--- src/rtl/uut_pipeadd01.sv ---
`default_nettype none
// ============================================================================
// Module      : uut_pipeadd01
// Description : Pipelined ripple-carry adder with valid/ready handshake.
//               The WIDTH-bit addition is split into STAGES chunks. Each
//               stage adds one chunk and registers its carry. All stages
//               advance together or stall together.
// Revision    : 1.0 - initial release
// ============================================================================
module uut_pipeadd01 #(
    parameter int WIDTH  = 8,
    parameter int STAGES = 2
) (
    input  logic             clk,
    input  logic             rst_n,
    input  logic             in_valid,
    output logic             in_ready,
    input  logic [WIDTH-1:0] a,
    input  logic [WIDTH-1:0] b,
    input  logic             cin,
    output logic             out_valid,
    input  logic             out_ready,
    output logic [WIDTH-1:0] y,
    output logic             cout
);

    localparam int CHUNK = WIDTH / STAGES;

    generate
        if (WIDTH < 1 || STAGES < 1 || STAGES > WIDTH || (WIDTH % STAGES) != 0) begin : g_bad_params
            $error("uut_pipeadd01: need 1 <= STAGES <= WIDTH and WIDTH %% STAGES == 0");
        end
    endgenerate

    // Per-stage registered state. Stage k holds the valid bit, the carry out
    // of chunk k, the sum bits produced so far (chunks 0..k) and the operands
    // still needed by later chunks. Operands travel with the slot, so chunk k
    // of an operation is delayed k register levels and meets its own carry.
    logic             vld_q [STAGES];
    logic             cy_q  [STAGES];
    logic [WIDTH-1:0] a_q   [STAGES];
    logic [WIDTH-1:0] b_q   [STAGES];
    logic [WIDTH-1:0] sum_q [STAGES];

    // Next-state values produced by each stage's combinational adder.
    logic             vld_d [STAGES];
    logic             cy_d  [STAGES];
    logic [WIDTH-1:0] a_d   [STAGES];
    logic [WIDTH-1:0] b_d   [STAGES];
    logic [WIDTH-1:0] sum_d [STAGES];

    // Whole pipeline moves when the output slot is empty or being taken.
    // Depends only on registered state and out_ready, never on in_valid.
    logic advance;
    assign advance  = !vld_q[STAGES-1] || out_ready;
    assign in_ready = advance;

    for (genvar k = 0; k < STAGES; k++) begin : g_stage
        localparam int               LSB        = k * CHUNK;
        localparam logic [WIDTH-1:0] CHUNK_MASK = WIDTH'({CHUNK{1'b1}}) << LSB;

        logic             src_vld;
        logic             src_cy;
        logic [WIDTH-1:0] src_a;
        logic [WIDTH-1:0] src_b;
        logic [WIDTH-1:0] src_sum;

        if (k == 0) begin : g_first
            assign src_vld = in_valid;
            assign src_cy  = cin;
            assign src_a   = a;
            assign src_b   = b;
            assign src_sum = '0;
        end else begin : g_next
            assign src_vld = vld_q[k-1];
            assign src_cy  = cy_q[k-1];
            assign src_a   = a_q[k-1];
            assign src_b   = b_q[k-1];
            assign src_sum = sum_q[k-1];
        end

        // Ripple chain of full-adder cells across this stage's chunk.
        logic [CHUNK:0]   carry;
        logic [CHUNK-1:0] part_sum;
        assign carry[0] = src_cy;

        for (genvar j = 0; j < CHUNK; j++) begin : g_fa
            logic ax;
            logic bx;
            assign ax           = src_a[LSB+j];
            assign bx           = src_b[LSB+j];
            assign part_sum[j]  = ax ^ bx ^ carry[j];
            assign carry[j+1]   = (ax & bx) | (carry[j] & (ax ^ bx));
        end

        assign vld_d[k] = src_vld;
        assign cy_d[k]  = carry[CHUNK];
        assign a_d[k]   = src_a;
        assign b_d[k]   = src_b;
        assign sum_d[k] = (src_sum & ~CHUNK_MASK) | (WIDTH'(part_sum) << LSB);
    end

    // Stage registers: async clear, global shift on advance, hold on stall.
    always_ff @(posedge clk or negedge rst_n) begin
        if (!rst_n) begin
            for (int k = 0; k < STAGES; k++) begin
                vld_q[k] <= 1'b0;
                cy_q[k]  <= 1'b0;
                a_q[k]   <= '0;
                b_q[k]   <= '0;
                sum_q[k] <= '0;
            end
        end else if (advance) begin
            for (int k = 0; k < STAGES; k++) begin
                vld_q[k] <= vld_d[k];
                cy_q[k]  <= cy_d[k];
                a_q[k]   <= a_d[k];
                b_q[k]   <= b_d[k];
                sum_q[k] <= sum_d[k];
            end
        end
    end

    assign out_valid = vld_q[STAGES-1];
    assign y         = sum_q[STAGES-1];
    assign cout      = cy_q[STAGES-1];

endmodule
`default_nettype wire

--- config.mk ---
export PLATFORM = sky130hd
export DESIGN_NAME = uut_pipeadd01
export DESIGN_NICKNAME = d
export VERILOG_FILES = /design/src/rtl/uut_pipeadd01.sv
export SDC_FILE = /design/constraint.sdc
export NUM_CORES = 1
export LEC_CHECK = 0
export ABC_AREA = 1
export ABC_CLOCK_PERIOD_IN_PS = 2400
export BUFFER_PORTS_ARGS = -buffer_cell sky130_fd_sc_hd__buf_2
export CAP_MARGIN = 10
export CORE_ASPECT_RATIO = 0.5
export CORE_MARGIN = 3
export CORE_UTILIZATION = 40
export DETAILED_ROUTE_END_ITERATION = 7
export PLACE_DENSITY = 0.62
export SETUP_SLACK_MARGIN = 0.2
export SLEW_MARGIN = 20
export SYNTH_ARGS = -nofsm -noshare
export SYNTH_HDL_FRONTEND = slang
export SYNTH_SLANG_ARGS = --single-unit
--- constraint.sdc ---
create_clock -name clk -period 2.4 [get_ports clk]
set_input_delay 0.24 -clock clk [delete_from_list [all_inputs] [get_ports clk]]
set_output_delay 0.24 -clock clk [all_outputs]
set_load 0.1 [all_outputs]
==> flow_summary_export.csv <==
group,metric,value,unit
timing,relSlewSlack,64.5,%
finish,stdcell_area,1450,µm²
finish,multi_input_area,463,µm²
synthesis,synthAdderAreaFrac,13.7,%
synthesis,synth_area,1170,µm²
synthesis,seq_area_frac_synth,51.3,%
clock_tree,cts.sinks,24,
synthesis,synth_top_family_by_area,"simple AND/OR/NAND/NOR gates",
timing,finalSetupViolCount,0,
routing,drt_iter0_markers,22,
power,p_per_area,1110,nW/µm²
floorplan,rows,13,
place,dp_hpwl,1540,µm
critical_path,endpoint_kind,"flop",
power,finalPower,1.60,mW
place,port_buffers,31,
clock_tree,cts.clk_slew.worst_paths,0.09,ns
timing,worstMarginPinSlew,0.532,ns
routing,routed_wl,2210,µm
routing,drt_pass1_iterations,4,
routing,postRouteAntennaNets,0,
timing,hold_viol_final,0,
synthesis,synth_compound_area_share,0,%
floorplan,core_area,2680,µm²
timing,finalCritPeriodShare,86.2,%
timing,hold_ws,0.158,ns
place,dp_cells,196,
power,peakVddDrop,0.499,mV
worst_hold_path,hp-class,"input port to flop",
clock_tree,post_cts_buffers,0,
critical_path,arrival,2.28,ns
finish,final_nets,194,
clock_tree,clk_path_buf_depth,2,
grt,grt_max_degree,25,
run,drv_cap,0,
floorplan,start_util,43.6,%
routing,wl_per_cell,11.0,µm
run_status,status,"complete, no violations",
grt,grt_use_total,14.0,%
place,place_ws,0.253,ns
synthesis,synth_warnings,0,
critical_path,startpoint_type,"flop",
critical_path,critical_path_peak_fanout,2,
finish,final_cells,201,
synthesis,synth-seq-cells,24,
finish,drive_above_1_share,25.0,%
critical_path,critPathKind,"flop to flop",
finish,n_fill_cell,272,
synthesis,synth.area.mux_share,0,%
timing,finalMaxSlewViolations,0,
critical_path,required,2.61,ns
grt,grt_first_pass_wirelength,3800,µm
routing,drc,0,
finish,syn2layout_area_growth,23.9,%
grt,first_global_vias,890,
finish,final_util,54.1,%
synthesis,synth_nets,160,
synthesis,synthCells,131,
timing,setup_tns,0,ns
finish,layout_common_cells,"nand2_1 (47), buf_2 (31), dfrtp_1 (24)",
place,place.gp.congestion,0.732,
power,power_leakage,0.839,nW
floorplan,die-area,3650,µm²
routing,via_count,905,
floorplan,pin_count,32,
clock_tree,htreeDepth,1,
synthesis,post_synth.cell_area_avg,8.94,µm²
timing,worst_slack,0.330,ns
synthesis,synth-simple-area-share,25.4,%
place,dpl_cell_area,1370,µm²
clock_tree,cts_buffers,3,
grt,overflow,0,
finish,seqCellArea,601,µm²
floorplan,die_y,44.3,µm
routing,viasPerCell,4.50,
clock_tree,clk_root_buffer_cell,"clkbuf_8",
clock_tree,cts_tree,"done",
timing,max_freq,483,MHz
floorplan,die_w,82.5,µm
synthesis,synth_cell_types,7,
finish,antenna_cells,0,
grt,antenna_found_initial,0,
finish,final_common_cell,"nand2_1",
timing,finalCriticalPeriod,2.07,ns
timing,clock_skew,0.00449,ns
clock_tree,worstSkewPairLatency,0.27,ns
synthesis,synthXorXnorAreaFrac,0,%
timing,rsz0062_at_grt,"no",
==> worst max-delay path, cell delays in order, from the launching register on <==
cell	delay, ns
dfrtp_1	0.39
inv_1	0.08
fa_1	0.17
inv_1	0.05
fa_2	0.35
fa_2	0.33
inv_1	0.07
fa_1	0.40
inv_1	0.06
nand2_1	0.05
nand2_1	0.06
==> synthesized netlist by cell type <==
cell type  number  area [µm²]
fa_1            8         160
dfrtp_1        24         601
nand2_2         1        6.26
buf_2           6        30.0
inv_1          22        82.6
nand3_1        23         115
nand2_1        47         176
==> state kept, by name (all words and copies together) (netlist names) <==
signal / count
g_stage.src_b: 4
g_stage.src_vld: 1
cout: 1
g_stage.src_cy: 1
g_stage.src_sum: 4
out_valid: 1
g_stage.src_a: 4
y: 8
==> timing repair <==
action | in CTS | in global routing
setup endpoints to repair | 0 | 1
endpoints found under the hold margin | 24 | 0
resized for setup | 0 | 2
hold buffers | 1 | 0
==> routing by layer <==
layer | vias to the layer above | wire length, µm | GRT usage [%]
li1 | 459 | - | -
met1 | 427 | 1040 | 17.9
met2 | 17 | 1030 | 23.2
met3 | 2 | 109 | 4.27
met4 | 0 | 27 | 3.91
met5 | - | 0 | 0
==> power by group <==
| group | total [mW] | leakage (nW) | switching [mW] | internal (mW) |
|---|---|---|---|---|
| Combinational | 0.702 | 0.515 | 0.570 | 0.132 |
| Sequential | 0.549 | 0.288 | 0.0537 | 0.495 |
| Clock | 0.354 | 0.0357 | 0.131 | 0.223 |
| Total | 1.60 | 0.839 | 0.754 | 0.850 |
==> kinds of logic after synthesis <==
logic type	count (synthesis)
and+or+nand+nor	71
buffers and inverters	28
DFF	24
adders and majority gates	8
==> final cells by class <==
type / count / share of cell area [%]
flip-flops and latches: 24 / 41.4
clock inverters: 1 / 2.07
inverters: 22 / 5.69
clock buffers: 3 / 2.84
multi-input cells: 79 / 31.9
repair buffers: 35 / 12.9
well taps: 37 / 3.19
==> final timing paths <==
kind	from	end	slack (ns)	depth (start not counted)
worst min-delay path	b[4]	g_stage[1].src_b[4]	0.16	3
max in group asynchronous	rst_n	g_stage[1].src_b[6]	1.57	2
worst min register to register	g_stage[1].src_vld	out_valid	0.47	2
min in group asynchronous	rst_n	y[4]	0.48	2
worst max register to register	g_stage[1].src_a[4]	y[7]	0.33	10
worst max-delay path	g_stage[1].src_a[4]	y[7]	0.33	10
(Power assumes the default switching activity.)
